`config.mk`:
```
export PLATFORM = sky130hd
export DESIGN_NAME = ks_control_fsm_mc_flat
export DESIGN_NICKNAME = d
export VERILOG_FILES = /design/src/rtl/ks_control_fsm_mc.sv /design/src/rtl/ks_control_fsm_mc_if.sv /design/src/flat_wrapper.sv
export SDC_FILE = /design/constraint.sdc
export NUM_CORES = 1
export LEC_CHECK = 0
export CAP_MARGIN = 15
export CORE_MARGIN = 1
export CORE_UTILIZATION = 38
export CTS_CLUSTER_DIAMETER = 120
export DETAILED_ROUTE_END_ITERATION = 6
export PLACE_DENSITY = 0.83
export SYNTH_ARGS = -nofsm -noshare
export SYNTH_HDL_FRONTEND = slang
export SYNTH_SLANG_ARGS = --single-unit
```
`constraint.sdc`:
```
create_clock -name clk -period 3.1 [get_ports clk]
set_input_delay 0.62 -clock clk [delete_from_list [all_inputs] [get_ports clk]]
set_output_delay 0.62 -clock clk [all_outputs]
set_load 0.005 [all_outputs]
```
`src/rtl/ks_control_fsm_mc.sv`:
```
// K&S multicycle control FSM with memory wait states and illegal-decode handling.
// Optional retired-instruction counter enabled by macro KS_CU_PERF_CNT_EN.
package k_and_s_pkg;
    typedef enum logic [3:0] {
        I_NOP, I_LOAD, I_STORE, I_MOVE, I_ADD, I_SUB, I_AND, I_OR,
        I_BRANCH, I_BZERO, I_BNZERO, I_BNEG, I_BNNEG, I_BOV, I_BNOV, I_HALT
    } decoded_instruction_type;
endpackage

module ks_control_fsm_mc
    import k_and_s_pkg::*;
#(
    parameter int unsigned MEM_LAT      = 0,
    parameter bit          OVF_SIGNED   = 1'b0,
    parameter bit          ILLEGAL_HALT = 1'b1,
    parameter int unsigned CNT_W        = 16
) (
    input  logic                    clk,
    input  logic                    rst_n,
    input  decoded_instruction_type decoded_instruction,
    ks_control_fsm_mc_if.master     ctl,
    output logic [CNT_W-1:0]        instr_count
);

    localparam int unsigned         WAIT_W    = (MEM_LAT == 0) ? 1 : $clog2(MEM_LAT + 1);
    localparam logic [WAIT_W-1:0]   WAIT_LAST = WAIT_W'(MEM_LAT);

    typedef enum logic [3:0] {
        S_FETCH, S_IR_LOAD, S_DECODE, S_ALU, S_MOVE, S_BR_EVAL,
        S_LOAD_ADDR, S_LOAD_WB, S_STORE_ADDR, S_STORE_WR, S_HALT
    } state_t;

    state_t            state;
    logic [WAIT_W-1:0] wait_cnt;

    function automatic logic [1:0] alu_op(input decoded_instruction_type d);
        case (d)
            I_SUB:        alu_op = 2'b01;
            I_AND:        alu_op = 2'b10;
            I_OR, I_MOVE: alu_op = 2'b11;
            default:      alu_op = 2'b00;
        endcase
    endfunction

    always_ff @(posedge clk or negedge rst_n) begin
        if (!rst_n) begin
            state    <= S_FETCH;
            wait_cnt <= '0;
        end else begin
            case (state)
                S_FETCH: begin
                    if (wait_cnt == WAIT_LAST) begin
                        wait_cnt <= '0;
                        state    <= S_IR_LOAD;
                    end else begin
                        wait_cnt <= wait_cnt + 1'b1;
                    end
                end
                S_IR_LOAD: state <= S_DECODE;
                S_DECODE: begin
                    case (decoded_instruction)
                        I_ADD, I_SUB, I_AND, I_OR:             state <= S_ALU;
                        I_MOVE:                                state <= S_MOVE;
                        I_LOAD:                                state <= S_LOAD_ADDR;
                        I_STORE:                               state <= S_STORE_ADDR;
                        I_BRANCH, I_BZERO, I_BNZERO, I_BNEG,
                        I_BNNEG, I_BOV, I_BNOV:                state <= S_BR_EVAL;
                        I_HALT:                                state <= S_HALT;
                        default: state <= ILLEGAL_HALT ? S_HALT : S_FETCH;
                    endcase
                end
                S_LOAD_ADDR: begin
                    if (wait_cnt == WAIT_LAST) begin
                        wait_cnt <= '0;
                        state    <= S_LOAD_WB;
                    end else begin
                        wait_cnt <= wait_cnt + 1'b1;
                    end
                end
                S_STORE_ADDR: state <= S_STORE_WR;
                S_ALU, S_MOVE, S_BR_EVAL, S_LOAD_WB, S_STORE_WR: state <= S_FETCH;
                S_HALT:       state <= S_HALT;
                default:      state <= S_FETCH;
            endcase
        end
    end

    logic ovf;
    logic take;
    assign ovf = OVF_SIGNED ? ctl.signed_overflow : ctl.unsigned_overflow;

    always_comb begin
        case (decoded_instruction)
            I_BRANCH: take = 1'b1;
            I_BZERO:  take = ctl.zero_op;
            I_BNZERO: take = !ctl.zero_op;
            I_BNEG:   take = ctl.neg_op;
            I_BNNEG:  take = !ctl.neg_op;
            I_BOV:    take = ovf;
            I_BNOV:   take = !ovf;
            default:  take = 1'b0;
        endcase
    end

    always_comb begin
        ctl.branch           = 1'b0;
        ctl.pc_enable        = 1'b0;
        ctl.ir_enable        = 1'b0;
        ctl.write_reg_enable = 1'b0;
        ctl.addr_sel         = 1'b0;
        ctl.c_sel            = 1'b0;
        ctl.operation        = 2'b00;
        ctl.flags_reg_enable = 1'b0;
        ctl.ram_write_enable = 1'b0;
        ctl.halt             = 1'b0;
        ctl.illegal          = 1'b0;
        case (state)
            S_IR_LOAD: begin
                ctl.ir_enable = 1'b1;
                ctl.pc_enable = 1'b1;
            end
            S_DECODE: begin
                ctl.operation = alu_op(decoded_instruction);
                case (decoded_instruction)
                    I_LOAD, I_STORE: ctl.addr_sel = 1'b1;
                    I_MOVE, I_ADD, I_SUB, I_AND, I_OR, I_BRANCH, I_BZERO,
                    I_BNZERO, I_BNEG, I_BNNEG, I_BOV, I_BNOV, I_HALT: ;
                    default: ctl.illegal = 1'b1;
                endcase
            end
            S_ALU: begin
                ctl.write_reg_enable = 1'b1;
                ctl.flags_reg_enable = 1'b1;
                ctl.operation        = alu_op(decoded_instruction);
            end
            S_MOVE: begin
                ctl.write_reg_enable = 1'b1;
                ctl.operation        = 2'b11;
            end
            S_BR_EVAL: begin
                ctl.branch    = take;
                ctl.pc_enable = take;
            end
            S_LOAD_ADDR: begin
                ctl.addr_sel = 1'b1;
                ctl.c_sel    = 1'b1;
            end
            S_LOAD_WB: begin
                ctl.addr_sel         = 1'b1;
                ctl.c_sel            = 1'b1;
                ctl.write_reg_enable = 1'b1;
            end
            S_STORE_ADDR: ctl.addr_sel = 1'b1;
            S_STORE_WR: begin
                ctl.addr_sel         = 1'b1;
                ctl.ram_write_enable = 1'b1;
            end
            S_HALT:  ctl.halt = 1'b1;
            default: ;
        endcase
    end

`ifdef KS_CU_PERF_CNT_EN
    logic             retire;
    logic [CNT_W-1:0] count_q;

    // An illegal skip re-enters FETCH from DECODE, so it is never counted here.
    always_comb begin
        retire = 1'b0;
        case (state)
            S_ALU, S_MOVE, S_BR_EVAL, S_LOAD_WB, S_STORE_WR: retire = 1'b1;
            S_DECODE: retire = (decoded_instruction == I_HALT);
            default:  retire = 1'b0;
        endcase
    end

    always_ff @(posedge clk or negedge rst_n) begin
        if (!rst_n) begin
            count_q <= '0;
        end else if (retire && (count_q != '1)) begin
            count_q <= count_q + 1'b1;
        end
    end

    assign instr_count = count_q;
`else
    assign instr_count = '0;
`endif

endmodule

```
`src/rtl/ks_control_fsm_mc_if.sv`:
```
// Control/flag bundle between the K&S multicycle control FSM and its datapath.
interface ks_control_fsm_mc_if;
    logic       zero_op;
    logic       neg_op;
    logic       unsigned_overflow;
    logic       signed_overflow;
    logic       branch;
    logic       pc_enable;
    logic       ir_enable;
    logic       write_reg_enable;
    logic       addr_sel;
    logic       c_sel;
    logic [1:0] operation;
    logic       flags_reg_enable;
    logic       ram_write_enable;
    logic       halt;
    logic       illegal;

    modport master (
        input  zero_op, neg_op, unsigned_overflow, signed_overflow,
        output branch, pc_enable, ir_enable, write_reg_enable, addr_sel, c_sel,
               operation, flags_reg_enable, ram_write_enable, halt, illegal
    );

    modport slave (
        output zero_op, neg_op, unsigned_overflow, signed_overflow,
        input  branch, pc_enable, ir_enable, write_reg_enable, addr_sel, c_sel,
               operation, flags_reg_enable, ram_write_enable, halt, illegal
    );
endinterface

```
`src/flat_wrapper.sv`:
```
// flat-port wrapper written by rule: the top's interface ports become plain ports
module ks_control_fsm_mc_flat import k_and_s_pkg::*;
#(
    parameter int unsigned MEM_LAT      = 0,
    parameter bit          OVF_SIGNED   = 1'b0,
    parameter bit          ILLEGAL_HALT = 1'b1,
    parameter int unsigned CNT_W        = 16
)
  (clk, rst_n, decoded_instruction, instr_count, ctl_zero_op, ctl_neg_op, ctl_unsigned_overflow, ctl_signed_overflow, ctl_branch, ctl_pc_enable, ctl_ir_enable, ctl_write_reg_enable, ctl_addr_sel, ctl_c_sel, ctl_operation, ctl_flags_reg_enable, ctl_ram_write_enable, ctl_halt, ctl_illegal);
  ks_control_fsm_mc_if ctl_i ();
  input  logic clk;
  input  logic rst_n;
  input  decoded_instruction_type decoded_instruction;
  output logic [CNT_W-1:0] instr_count;
  input wire logic [$bits(ctl_i.zero_op)-1:0] ctl_zero_op;
  input wire logic [$bits(ctl_i.neg_op)-1:0] ctl_neg_op;
  input wire logic [$bits(ctl_i.unsigned_overflow)-1:0] ctl_unsigned_overflow;
  input wire logic [$bits(ctl_i.signed_overflow)-1:0] ctl_signed_overflow;
  output wire logic [$bits(ctl_i.branch)-1:0] ctl_branch;
  output wire logic [$bits(ctl_i.pc_enable)-1:0] ctl_pc_enable;
  output wire logic [$bits(ctl_i.ir_enable)-1:0] ctl_ir_enable;
  output wire logic [$bits(ctl_i.write_reg_enable)-1:0] ctl_write_reg_enable;
  output wire logic [$bits(ctl_i.addr_sel)-1:0] ctl_addr_sel;
  output wire logic [$bits(ctl_i.c_sel)-1:0] ctl_c_sel;
  output wire logic [$bits(ctl_i.operation)-1:0] ctl_operation;
  output wire logic [$bits(ctl_i.flags_reg_enable)-1:0] ctl_flags_reg_enable;
  output wire logic [$bits(ctl_i.ram_write_enable)-1:0] ctl_ram_write_enable;
  output wire logic [$bits(ctl_i.halt)-1:0] ctl_halt;
  output wire logic [$bits(ctl_i.illegal)-1:0] ctl_illegal;
  assign ctl_i.zero_op = ctl_zero_op;
  assign ctl_i.neg_op = ctl_neg_op;
  assign ctl_i.unsigned_overflow = ctl_unsigned_overflow;
  assign ctl_i.signed_overflow = ctl_signed_overflow;
  assign ctl_branch = ctl_i.branch;
  assign ctl_pc_enable = ctl_i.pc_enable;
  assign ctl_ir_enable = ctl_i.ir_enable;
  assign ctl_write_reg_enable = ctl_i.write_reg_enable;
  assign ctl_addr_sel = ctl_i.addr_sel;
  assign ctl_c_sel = ctl_i.c_sel;
  assign ctl_operation = ctl_i.operation;
  assign ctl_flags_reg_enable = ctl_i.flags_reg_enable;
  assign ctl_ram_write_enable = ctl_i.ram_write_enable;
  assign ctl_halt = ctl_i.halt;
  assign ctl_illegal = ctl_i.illegal;
  ks_control_fsm_mc #(.MEM_LAT(MEM_LAT), .OVF_SIGNED(OVF_SIGNED), .ILLEGAL_HALT(ILLEGAL_HALT), .CNT_W(CNT_W)) u_core (.clk(clk), .rst_n(rst_n), .decoded_instruction(decoded_instruction), .ctl(ctl_i), .instr_count(instr_count));
endmodule
```
==> implementation parameters <==
Parameter                              Value

Clock network
  Hold-fix buffer count after cts ... 0
  Clock Pin Slew Worst Setup and Hold Paths ... 0.04 ns
  CTS HTree Levels ... 1
  CTS Buffer Depth ... 2
  Clock tree from TritonCTS ... done
  Post-CTS setup-driven buffer insertion count ... 0
  Clock root buffer ... sky130_fd_sc_hd__clkbuf_4
  Clock buffers created by TritonCTS ... 3
  Clock sink count ... 4
  Post-CTS resize count ... 0
  Source-to-sink clock delay at the later pin of the worst-skew pair ... 0.23 ns

Yosys
  Average instance area after synthesis ... 7.41 sq um
  Mapped Area ... 593 sq um
  Fraction of the yosys area taken by sequential cells ... 16.9%
  Count of warnings emitted by yosys ... 0
  Count of distinct cell types in the synthesized netlist ... 35
  Flop and latch count out of synthesis ... 4
  Mapped Cells ... 80

Floorplan
  Chip Width ... a little over 40 microns
  Full die area ... 0.00172 sq mm
  Row count ... 13
  Die H ... 41.5 microns
  Core area ... around 0.0014 sq mm
  Count of boundary I/O pins ... 38
  Initial core utilization ... 42.9%

Detailed routing
  Pre-Repair DR Iteration Count ... 2
  Detailed router's first-iteration violation count ... 4
  DR WL/cell ... 11.0 microns
  Vias per inst ... between 5 and 6
  Sum of routed wire length over all layers ... 1260 microns
  Vias ... 582
  Residual DRC count ... 0
  Routed Antenna Nets ... 0

Setup path
  Startpoint class of the critical path ... input port
  Worst EP arrival ... ~2.3 ns
  Crit path max fanout ... 7
  R2R cell count ... 3
  Crit Reg-Reg Endpoint ... u_core.state[1]
  Critical Path Sink Type ... output port
  Critical path class ... input port to output port
  Startpoint of the lowest-slack register-to-register path ... u_core.state[0]
  Reg-to-reg slack, setup ... 1.76 ns
  Required time reported for the critical path endpoint ... 2.48 ns

Final layout
  Fill count ... 130
  Leading cell types in the layout, fill and taps excluded ... sky130_fd_sc_hd__clkdlybuf4s50_1, sky130_fd_sc_hd__conb_1, sky130_fd_sc_hd__nor2_1
  Area growth from synthesis to layout ... 27.8%
  ANT cells ... 0
  Reg with most FFs ... u_core.state
  Max FFs per register ... 4
  Largest registers ... u_core.state (4)
  Fraction of layout cells with a size suffix above 1 ... between 10% and 20%
  Most frequent standard cell in the layout excluding fill and tap cells ... sky130_fd_sc_hd__clkdlybuf4s50_1
  Layout net count ... roughly 110

Pwr
  Maximum vdd drop ... 0.330 mV
  Total power per unit cell area ... 591 mW/mm^2
  Leakage power ... 0.331 nW

Global routing
  Maximum number of pins on one net before global-route repair ... 14
  Global route total overflow ... 0
  Number of global-route vias before repair ... 518
  All-Layer GR Usage ... 15.5%
  Antenna violations before repair ... 0
  Wire length of the first global-routing pass ... 2140 microns

Timing
  Count of endpoints failing setup in the final report ... 0
  Setup TNS ... 0 ns
  Post-Route Skew ... 0.000551 ns
  Smallest hold slack ... 0.598 ns
  Final Max Tran Viols ... 0
  Hold Vio Cnt, Final ... 0
  Max Clk Rate ... between 300 and 400 MHz
  Final period util ... 94.7%
  RSZ-0062 raised after global routing ... no
  Minimum period implied by the final worst setup slack ... 2.94 ns

Place
  Gpl congestion ... between 0.7 and 0.8
  Placed wire-length estimate after detailed placement ... about 1000 microns
  Total of buffers placed on input and output ports ... 20

Worst hold path
  Path type of the worst min-delay path ... input port to asynchronous set/reset pin

Outcome
  Status ... completed

Flow run
  Reported max-cap violation count ... 0
cell families (layout without fill, tap and decap cells):
kind of cell              Yosys count  in the layout  share of synthesized area [%]
AOI/OAI and AO/OA                  18             18                           19.8
other                               1             16                          0.632
buffers and inverters              24             28                           27.4
and+or+nand+nor                    30             30                           30.4
DFF                                 4              4                           16.9
muxes                               2              2                           3.38
xor gates and xnor gates            1              1                           1.48
per-layer routing:
layer | wire length, microns | part of all wire, % | global-route usage (%) | vias to the layer above
li1 | - | - | - | 286
met1 | 561 | 45 | 18.9 | 277
met2 | 637 | 51 | 25.9 | 19
met3 | 58 | 4.6 | 6.52 | 0
met4 | 0 | 0 | 1.94 | 0
met5 | 0 | 0 | 0 | -
report_power, final:
group	total (mW)	internal, mW	switching [mW]
clock	0.0625	0.0432	0.0193
sequential	0.128	0.0720	0.0557
combinational	0.258	0.161	0.0967
final cells by class:
cell class / instances / area [sq um] / share of cell area, %
multi-input combinational: 67 / 387 / 51.0
sequential: 4 / 100 / 13.2
tap: 15 / 18.8 / 2.48
inverter: 2 / 7.51 / 0.990
clock buffer: 3 / 22.5 / 2.97
timing repair buffer: 23 / 223 / 29.4
worst max-delay path by stage:
stage / slack [ns] / startpoint / end
floorplan: 1.21 / decoded_instruction[1] / ctl_pc_enable
CTS: 0.17 / decoded_instruction[1] / ctl_pc_enable
detailed placement: 0.17 / decoded_instruction[1] / ctl_pc_enable
global route: 0.10 / decoded_instruction[1] / ctl_pc_enable
finish: 0.16 / decoded_instruction[1] / ctl_pc_enable
global placement: 0.20 / decoded_instruction[1] / ctl_pc_enable
through the flow:
stage | instances | setup slack (ns) | utilization [%] | instance area [sq um] | power [mW]
after floorplan | 95 | 1.21 | - | 649 | 0.291
after global placement | 111 | 0.195 | 53.2 | 736 | 0.379
after detailed placement | 111 | 0.174 | 53.2 | 736 | 0.387
after CTS | 114 | 0.167 | 54.8 | 758 | 0.455
after global routing | 114 | 0.102 | 54.8 | 758 | 0.487
final | 114 | 0.163 | 54.8 | 758 | 0.448
synth_stat cells, drive strengths merged:
cell	instances	share of area, %
nand2b	2	2.1
inv	2	1.3
nand3	1	0.84
conb	1	0.63
dfrtp	4	17
o21ai	4	3.4
a21oi	4	3.4
mux2i	2	3.4
o32ai	1	1.5
a21bo	1	1.7
nor3	2	1.7
buf	21	26
xnor2	1	1.5
a21boi	2	2.5
and3	1	1.1
nor3b	2	2.5
nand2	4	2.5
nand4	2	2.1
o21a	1	1.3
a211oi	1	1.3
or3	1	1.1
a31oi	2	2.1
clkbuf	1	0.63
or2	1	1.1
o221ai	1	1.5
nand3b	3	3.8
or3b	2	3.4
o211ai	1	1.3
nor2	5	3.2
and2b	3	3.8
or2b	1	1.3
critical path: stages:
cell and delay, ns:
sky130_fd_sc_hd__clkdlybuf4s50_1 0.52, sky130_fd_sc_hd__or3b_2 0.50, sky130_fd_sc_hd__nand4_1 0.11, sky130_fd_sc_hd__a31oi_1 0.09, sky130_fd_sc_hd__clkdlybuf4s50_1 0.47
Note: power is estimated with default switching activity, not from simulation.
